### src/rtl/countdown_timer_pkg.sv
// rtl/countdown_timer_pkg.sv - shared state encodings and constants for the countdown timer
package countdown_timer_pkg;

  typedef enum logic [1:0] {
    ST_IDLE   = 2'd0,
    ST_RUN    = 2'd1,
    ST_PAUSED = 2'd2,
    ST_DONE   = 2'd3
  } state_t;

  localparam logic [5:0] SEC_MAX = 6'd59;

endpackage

### src/rtl/seconds_down_counter.sv
// rtl/seconds_down_counter.sv - mod-60 seconds down counter with borrow out
module seconds_down_counter
  import countdown_timer_pkg::*;
(
  input  logic       clk,
  input  logic       rst_n,
  input  logic       en,
  input  logic       ld,
  input  logic [5:0] ld_val,
  output logic [5:0] count,
  output logic       borrow
);

  logic [5:0] r_count;

  assign count  = r_count;
  assign borrow = en & (r_count == 6'd0);

  always_ff @(posedge clk or negedge rst_n) begin
    if (!rst_n) begin
      r_count <= 6'd0;
    end else if (ld) begin
      r_count <= ld_val;
    end else if (en) begin
      r_count <= (r_count == 6'd0) ? SEC_MAX : r_count - 6'd1;
    end
  end

endmodule

### src/rtl/countdown_timer.sv
// rtl/countdown_timer.sv - preset minutes:seconds countdown timer driven by a 1 Hz tick strobe
module countdown_timer
  import countdown_timer_pkg::*;
#(
  parameter int MAX_MIN = 59
) (
  input  logic       clk,
  input  logic       rst_n,
  input  logic       tick,
  input  logic       load,
  input  logic [5:0] load_min,
  input  logic [5:0] load_sec,
  input  logic       start,
  input  logic       pause,
  input  logic       abort,
  output logic [5:0] min,
  output logic [5:0] sec,
  output logic       busy,
  output logic       expired,
  output logic       load_err
);

  localparam logic [5:0] MAX_MIN_V = 6'(MAX_MIN);

  state_t     r_state;
  logic [5:0] r_min;
  logic       r_busy;
  logic       r_expired;
  logic       r_load_err;

  state_t     w_state_nxt;
  logic       w_sec_ld;
  logic [5:0] w_sec_ld_val;
  logic [5:0] w_min_ld_val;
  logic       w_sec_en;
  logic       w_expired_nxt;
  logic       w_load_err_nxt;
  logic [5:0] w_sec;
  logic       w_borrow;
  logic       w_load_ok;
  logic       w_zero;
  logic       w_one;

  assign w_load_ok = (load_sec <= SEC_MAX) && (load_min <= MAX_MIN_V);
  assign w_zero    = (r_min == 6'd0) && (w_sec == 6'd0);
  assign w_one     = (r_min == 6'd0) && (w_sec == 6'd1);

  seconds_down_counter u_sec (
    .clk    (clk),
    .rst_n  (rst_n),
    .en     (w_sec_en),
    .ld     (w_sec_ld),
    .ld_val (w_sec_ld_val),
    .count  (w_sec),
    .borrow (w_borrow)
  );

  // Commands are strictly prioritised: a lower one is dropped whenever a higher one is present,
  // even if the higher one ends up ignored in the current state.
  always_comb begin
    w_state_nxt    = r_state;
    w_sec_ld       = 1'b0;
    w_sec_ld_val   = load_sec;
    w_min_ld_val   = load_min;
    w_sec_en       = 1'b0;
    w_expired_nxt  = 1'b0;
    w_load_err_nxt = 1'b0;
    if (abort) begin
      w_state_nxt  = ST_IDLE;
      w_sec_ld     = 1'b1;
      w_sec_ld_val = 6'd0;
      w_min_ld_val = 6'd0;
    end else if (load) begin
      if (r_state == ST_IDLE || r_state == ST_DONE) begin
        if (w_load_ok) begin
          w_state_nxt = ST_IDLE;
          w_sec_ld    = 1'b1;
        end else begin
          w_load_err_nxt = 1'b1;
        end
      end
    end else if (start) begin
      if ((r_state == ST_IDLE && !w_zero) || r_state == ST_PAUSED) begin
        w_state_nxt = ST_RUN;
      end
    end else if (pause) begin
      if (r_state == ST_RUN) begin
        w_state_nxt = ST_PAUSED;
      end
    end else if (tick && r_state == ST_RUN) begin
      w_sec_en = 1'b1;
      if (w_one) begin
        w_state_nxt   = ST_DONE;
        w_expired_nxt = 1'b1;
      end
    end
  end

  always_ff @(posedge clk or negedge rst_n) begin
    if (!rst_n) begin
      r_state    <= ST_IDLE;
      r_min      <= 6'd0;
      r_busy     <= 1'b0;
      r_expired  <= 1'b0;
      r_load_err <= 1'b0;
    end else begin
      r_state <= w_state_nxt;
      if (w_sec_ld) begin
        r_min <= w_min_ld_val;
      end else if (w_borrow) begin
        r_min <= r_min - 6'd1;
      end
      r_busy     <= (w_state_nxt == ST_RUN) || (w_state_nxt == ST_PAUSED);
      r_expired  <= w_expired_nxt;
      r_load_err <= w_load_err_nxt;
    end
  end

  assign min      = r_min;
  assign sec      = w_sec;
  assign busy     = r_busy;
  assign expired  = r_expired;
  assign load_err = r_load_err;

endmodule

### config.mk
export PLATFORM = sky130hd
export DESIGN_NAME = countdown_timer
export DESIGN_NICKNAME = d
export VERILOG_FILES = /design/src/rtl/countdown_timer_pkg.sv /design/src/rtl/seconds_down_counter.sv /design/src/rtl/countdown_timer.sv
export SDC_FILE = /design/constraint.sdc
export NUM_CORES = 1
export LEC_CHECK = 0
export ABC_AREA = 1
export CAP_MARGIN = 20
export CORE_UTILIZATION = 40
export CTS_CLUSTER_DIAMETER = 120
export DETAILED_ROUTE_END_ITERATION = 7
export HOLD_SLACK_MARGIN = 0.12
export PLACE_DENSITY_LB_ADDON = 0.2
export SLEW_MARGIN = 25
export SYNTH_ARGS = -nofsm -noshare
export SYNTH_HDL_FRONTEND = slang
export SYNTH_SLANG_ARGS = --single-unit
### constraint.sdc
create_clock -name clk -period 2.4 [get_ports clk]
set_input_delay 0.36 -clock clk [delete_from_list [all_inputs] [get_ports clk]]
set_output_delay 0.36 -clock clk [all_outputs]
set_load 0.02 [all_outputs]
==> out/metrics.cfg, run 1 <==
[detailed_routing]
drt-pass1-iter-count=4
drtIter0Drc=52
routed_wl_um=2830
vias_per_cell=4.77
drc_errors=0
num_vias=1188
wl_per_cell_um=11.4
postRouteAntennaNets=0

[layout]
regArea_um2=425
nNetsFinal=233
antenna_cells=0
finalNonFillerCells=249
area_growth_pct=28.8
drive_gt1_share_pct=12.7
multiInputGateArea_um2=752
nFillCells=296

[timing]
period_share_pct=78.9
slew_headroom_pct=49.3
finalClockSkew_ps=10.7
fin_ws_ps=507
setup_viol_count_final=0
setup_tns_ps=0
finalHoldViolCount=0
fmax_mhz=528
fin_crit_ps=1890
tightestPinTransition_ps=759
drv_slew=0
rsz0062_at_grt=false

[floorplanning]
initial_core_util_pct=42.3
pin_count=34
dieWidth_um=59.0
die_area_mm2=0.00349
num_rows=20
core_area_mm2=0.00308
dieHeight_um=59.0

[clock_network]
cts_hold_buf=0
post-cts-setup-buffers=0
ctsResizeCount=0
cts_sinks=17
cts_buffer_depth=2
clock_latency_ps=290
cts_tree=yes
cts_buffers=3
cts-root-buf=clkbuf_4
clkSlewWorstSetupHoldPaths_ps=120
cts_max_level=1

[critical_path]
critPathKind=register to register
cp_max_fo=17
start_kind=register
reg2reg_depth=10
cp.arrival_ps=2080
regToRegEndpoint=min[5]
required_ps=2590
ff2ff_setup_slack_ps=510
r2r_start=r_state[0]
end_kind=register

[grt]
grt_pass1_wl_um=4750
grt_usage_pct=18.1
overflow=0
grt_max_degree=18
first_global_vias=1124
antenna_found_initial=0

[pwr]
power_density_mw_per_mm2=582
p_sw_mw=0.394
intPower_mw=0.581
pwr-share-clk_pct=16.5
p_leak_nw=0.796
power_frac_comb_pct=45.2
ir_drop_mv=0.296
power.total_mw=0.976
seqPwrFrac_pct=38.3
swShare_pct=40.4

[yosys]
ys_seq_area_share_pct=32.7
synth_area_per_cell_um2=7.57
syn-cell-area_mm2=0.00130
ys_seq_elements=17
ys_types=29
synthArstFlopShare_pct=100
post-synth-top-area-cell=dfrtp_1
ys_warn_count=0
synth_edf_count=0
synth_top_cells_by_area=dfrtp_1, nand2_1, ha_1
synth_cells=172
synth_fp_nets=199
synth_ff_type=dfrtp_1
synth_top_cell_area_share_pct=32.7

[job]
drv_cap=0

[place]
dpl.cell_count=245
dp_hpwl_um=2290
io_buffers=33
place.gp.congestion=0.833
place_ws_ps=350

[outcome]
status=completed

[hold_path]
hold_path_class=primary input to asynchronous set/reset pin

sequential cells by signal, indices dropped and copies added (netlist names):
register     cells
busy             1
r_state          2
load_err         1
expired          1
u_sec.count      6
min              6
how the worst max path moves through the flow:
stage / startpoint / end / slack [ps]
floorplan: r_state[0] / min[2] / 830
global placement: pause / min[5] / 400
detailed placement: load / min[5] / 350
CTS: r_state[0] / min[5] / 480
global route: r_state[0] / min[4] / 370
finish: r_state[0] / min[5] / 510
through the flow:
stage	hold slack (ps)	instance area, um^2	util [%]
5_1_grt	570	1680	54.4
3_3_place_gp	533	1650	53.5
2_1_floorplan	64.4	1300	-
3_5_place_dp	552	1650	53.5
4_1_cts	529	1680	54.4
6_report	497	1680	54.4
cell usage in the layout, fill, tap and decap left out:
| master | count |
|---|---|
| a21oi_1 | 7 |
| a21oi_4 | 1 |
| a22oi_1 | 1 |
| a31oi_1 | 2 |
| clkbuf_4 | 3 |
| clkdlybuf4s50_1 | 33 |
| clkinv_2 | 1 |
| dfrtp_1 | 17 |
| ha_1 | 8 |
| inv_1 | 19 |
| inv_2 | 2 |
| inv_4 | 1 |
| nand2_1 | 39 |
| nand2_2 | 2 |
| nand2_4 | 2 |
| nand3_1 | 18 |
| nand3_2 | 1 |
| nand4_1 | 2 |
| nand4_4 | 1 |
| nor2_1 | 19 |
| nor2_2 | 3 |
| nor2_4 | 2 |
| o21ai_0 | 7 |
| o21ai_2 | 7 |
| o22ai_1 | 1 |
| o311ai_0 | 1 |
| o31a_1 | 1 |
| or2_1 | 1 |
| xnor2_1 | 1 |
| xor2_1 | 2 |
critical path, stage by stage, from the launching register on:
cell	delay, ps
dfrtp_1	400
inv_1	100
ha_1	340
nor2_4	130
nand3_2	100
nand2_4	180
inv_4	120
o21ai_2	230
inv_1	80
nand2_1	70
nand2_1	50
routing by layer:
| layer | up-vias | global-route usage, % | part of all wire, % |
|---|---|---|---|
| li1 | 628 | - | - |
| met1 | 527 | 23.2 | 46 |
| met2 | 31 | 31.0 | 48 |
| met3 | 2 | 3.49 | 4.4 |
| met4 | 0 | 5.10 | 0.57 |
| met5 | - | 0 | 0 |
cells by family after synthesis:
group | Yosys count | synth area share (%)
and+or+nand+nor | 90 | 33.4
DFF | 17 | 32.7
buffers and inverters | 26 | 9.52
adders and majority gates | 8 | 7.69
AOI/OAI and AO/OA | 28 | 14.7
xor gates and xnor gates | 3 | 2.02
cell usage after synthesis (3+ instances only):
cell,number
nand2_1,39
inv_1,19
nor2_1,19
nand3_1,18
dfrtp_1,17
ha_1,8
a21oi_1,7
o21ai_0,7
o21ai_2,7
buf_6,3
nor2_2,3
power by group through the flow:
stage / Sequential [mW] / Clock (mW) / Combinational, mW
after floorplan: 0.424 / 0 / 0.239
after global placement: 0.380 / 0 / 0.440
after detailed placement: 0.381 / 0 / 0.443
final: 0.374 / 0.161 / 0.441
after CTS: 0.375 / 0.167 / 0.446
after global routing: 0.383 / 0.176 / 0.492
final cells by class:
type / count / share of cell area (%)
timing repair buffer: 33 / 19.7
tap: 44 / 3.29
inverter: 22 / 5.08
sequential: 17 / 25.4
clock buffer: 3 / 1.34
clock inverter: 1 / 0.299
multi-input combinational: 129 / 44.9
Power figures use the tool's default switching activity.
==> run 2: changes to the inputs <==
Clock period 2.4 ns to 1.7 ns, I/O delays scaled along.
==> run 2 against run 1 <==
Against the previous run: combinational power increased by 53%; register-to-register slack got worse by 400 ps; global-route usage rose by 2.4 points; largest cell class unchanged; core utilization increased by 4.3 points; flip-flop and latch count is the same; hold slack worse by 240 ps; routed wire length rose by 8.8%; total power is 47% higher; cell count grew 5.2%.
==> out/metrics.cfg, run 2 (synthesis results as in run 1) <==
[outcome]
status=completed

[pwr]
power_frac_comb_pct=47.0  ; +1.8 points
swShare_pct=40.7  ; +0.33 points
pwr-share-clk_pct=16.2  ; -0.3 points
seqPwrFrac_pct=36.8  ; -1.5 points
p_sw_mw=0.585  ; +48%
power_density_mw_per_mm2=793  ; +36%
intPower_mw=0.851  ; +46%
p_leak_nw=0.888  ; +11%
ir_drop_mv=0.402  ; +36%

[critical_path]
critPathKind=register to output port
startpoint=min[5]
critPathBufInv=1  ; -2
cpLargestDelayFamily=buffers and inverters
start_kind=register
slowest_delay_ps=630  ; +230 ps
worst_path_max_delay_cell=clkdlybuf4s50_1
end_kind=output port
path_depth=1  ; -9
regToRegEndpoint=min[5]
r2r_start=r_state[0]
required_ps=1440  ; -1150 ps
cp_max_fo=5  ; -12
cp_cell_sequence=clkdlybuf4s50_1
reg2reg_depth=11  ; +1
crit_end=min[5]
cp.arrival_ps=1360  ; -720 ps
ff2ff_setup_slack_ps=110  ; -400 ps

[layout]
drive_gt1_share_pct=19.7  ; +7.0 points
final_design_area_no_fill_mm2=0.00181  ; +8.0%
mostFrequentLayoutCell=nand2_1
final_util_pct=58.8  ; +4.3 points
antenna_cells=0  ; unchanged
layout_common_cells=nand2_1, clkdlybuf4s50_1, nor2_1, inv_1
area_growth_pct=39.0
nNetsFinal=246  ; +5.6%

[detailed_routing]
routed_wl_um=3080  ; +8.8%
drtIter0Drc=58  ; +12%
postRouteAntennaNets=0  ; unchanged
drc_errors=0  ; unchanged
drt-pass1-iter-count=4  ; unchanged
wl_per_cell_um=11.7  ; +3.4%
num_vias=1274  ; +7.2%
vias_per_cell=4.86  ; +1.9%

[clock_network]
clkSlewWorstSetupHoldPaths_ps=110  ; about the same
clock_latency_ps=310  ; +20 ps
cts_hold_buf=0  ; unchanged
cts_buffer_depth=2  ; unchanged
cts_tree=yes
cts_sinks=17  ; unchanged
cts_max_level=1  ; unchanged
cts_buffers=3  ; unchanged
cts-root-buf=clkbuf_4

[grt]
grt_max_degree=18  ; unchanged
overflow=0  ; unchanged
grt_usage_pct=20.5  ; +2.4 points
grt_pass1_wl_um=5370  ; +13%
antenna_found_initial=0  ; unchanged
first_global_vias=1237  ; +10%

[timing]
finalClockSkew_ps=6.25  ; -4.46 ps
slew_headroom_pct=77.9  ; +29 points
drv_slew=0  ; unchanged
rsz0062_at_grt=false
fin_crit_ps=1610
hold_slack_ps=256  ; -241 ps
setup_viol_count_final=0  ; unchanged
fmax_mhz=621
setup_tns_ps=0  ; unchanged
finalHoldViolCount=0  ; unchanged
tightestPinTransition_ps=331  ; -427 ps
period_share_pct=94.7

[floorplanning]
core_area_mm2=0.00308  ; unchanged
dieHeight_um=59.0  ; unchanged
die_area_mm2=0.00349  ; unchanged
pin_count=34  ; unchanged
num_rows=20  ; unchanged
initial_core_util_pct=42.3  ; unchanged
dieWidth_um=59.0  ; unchanged

[hold_path]
hold_path_class=primary input to asynchronous set/reset pin

[job]
drv_cap=0  ; unchanged

[place]
place.gp.congestion=0.917  ; +10%
place_area_mm2=0.00174  ; +5.5%
io_buffers=33  ; unchanged
dp_hpwl_um=2390  ; +4.3%

[run 2: timing repair]
| item | 4_1_cts | 5_1_grt |
|---|---|---|
| resized for setup | 1 | 10 |
| buffers inserted | 1 | 0 |
| endpoints found under the setup margin | 4 | 9 |
[run 2: power groups by stage]
stage	Clock (mW)	Sequential [mW]	Combinational [mW]
after floorplan	0	0.599	0.338
after global placement	0	0.533	0.646
after detailed placement	0	0.538	0.650
after CTS	0.243	0.529	0.653
after global routing	0.255	0.542	0.748
final	0.232	0.528	0.675
[run 2: area by class of cell]
cell class,count,area (um^2)
well taps,44,55.1
clock buffers,3,22.5
multi-input cells,129,777
fillers,286,1270
flip-flops and latches,17,425
inverters,22,85.1
clock inverters,1,5.00
repair buffers,46,439
[run 2: how the worst min path moves through the flow]
stage,cells after the start,to,slack (ps)
after floorplan,0,busy,-40
after global placement,2,min[5],530
after detailed placement,2,min[5],550
after CTS,2,u_sec.count[3],250
after global routing,2,u_sec.count[3],290
final,2,u_sec.count[3],260
[run 2: routing by layer]
metal | global-route usage [%] | part of all wire (%)
met2 | 33.6 | 51
met4 | 10.2 | 2.0
met5 | 0 | 0
met3 | 2.62 | 4.3
met1 | 26.6 | 42
[run 2: stage by stage]
step	power [mW]	instances	setup WS, ps
CTS	1.43	262	30.1
global placement	1.18	257	-0.635
floorplan	0.936	172	133
finish	1.44	262	89.7
global route	1.55	262	13.9
detailed placement	1.19	257	-62.9
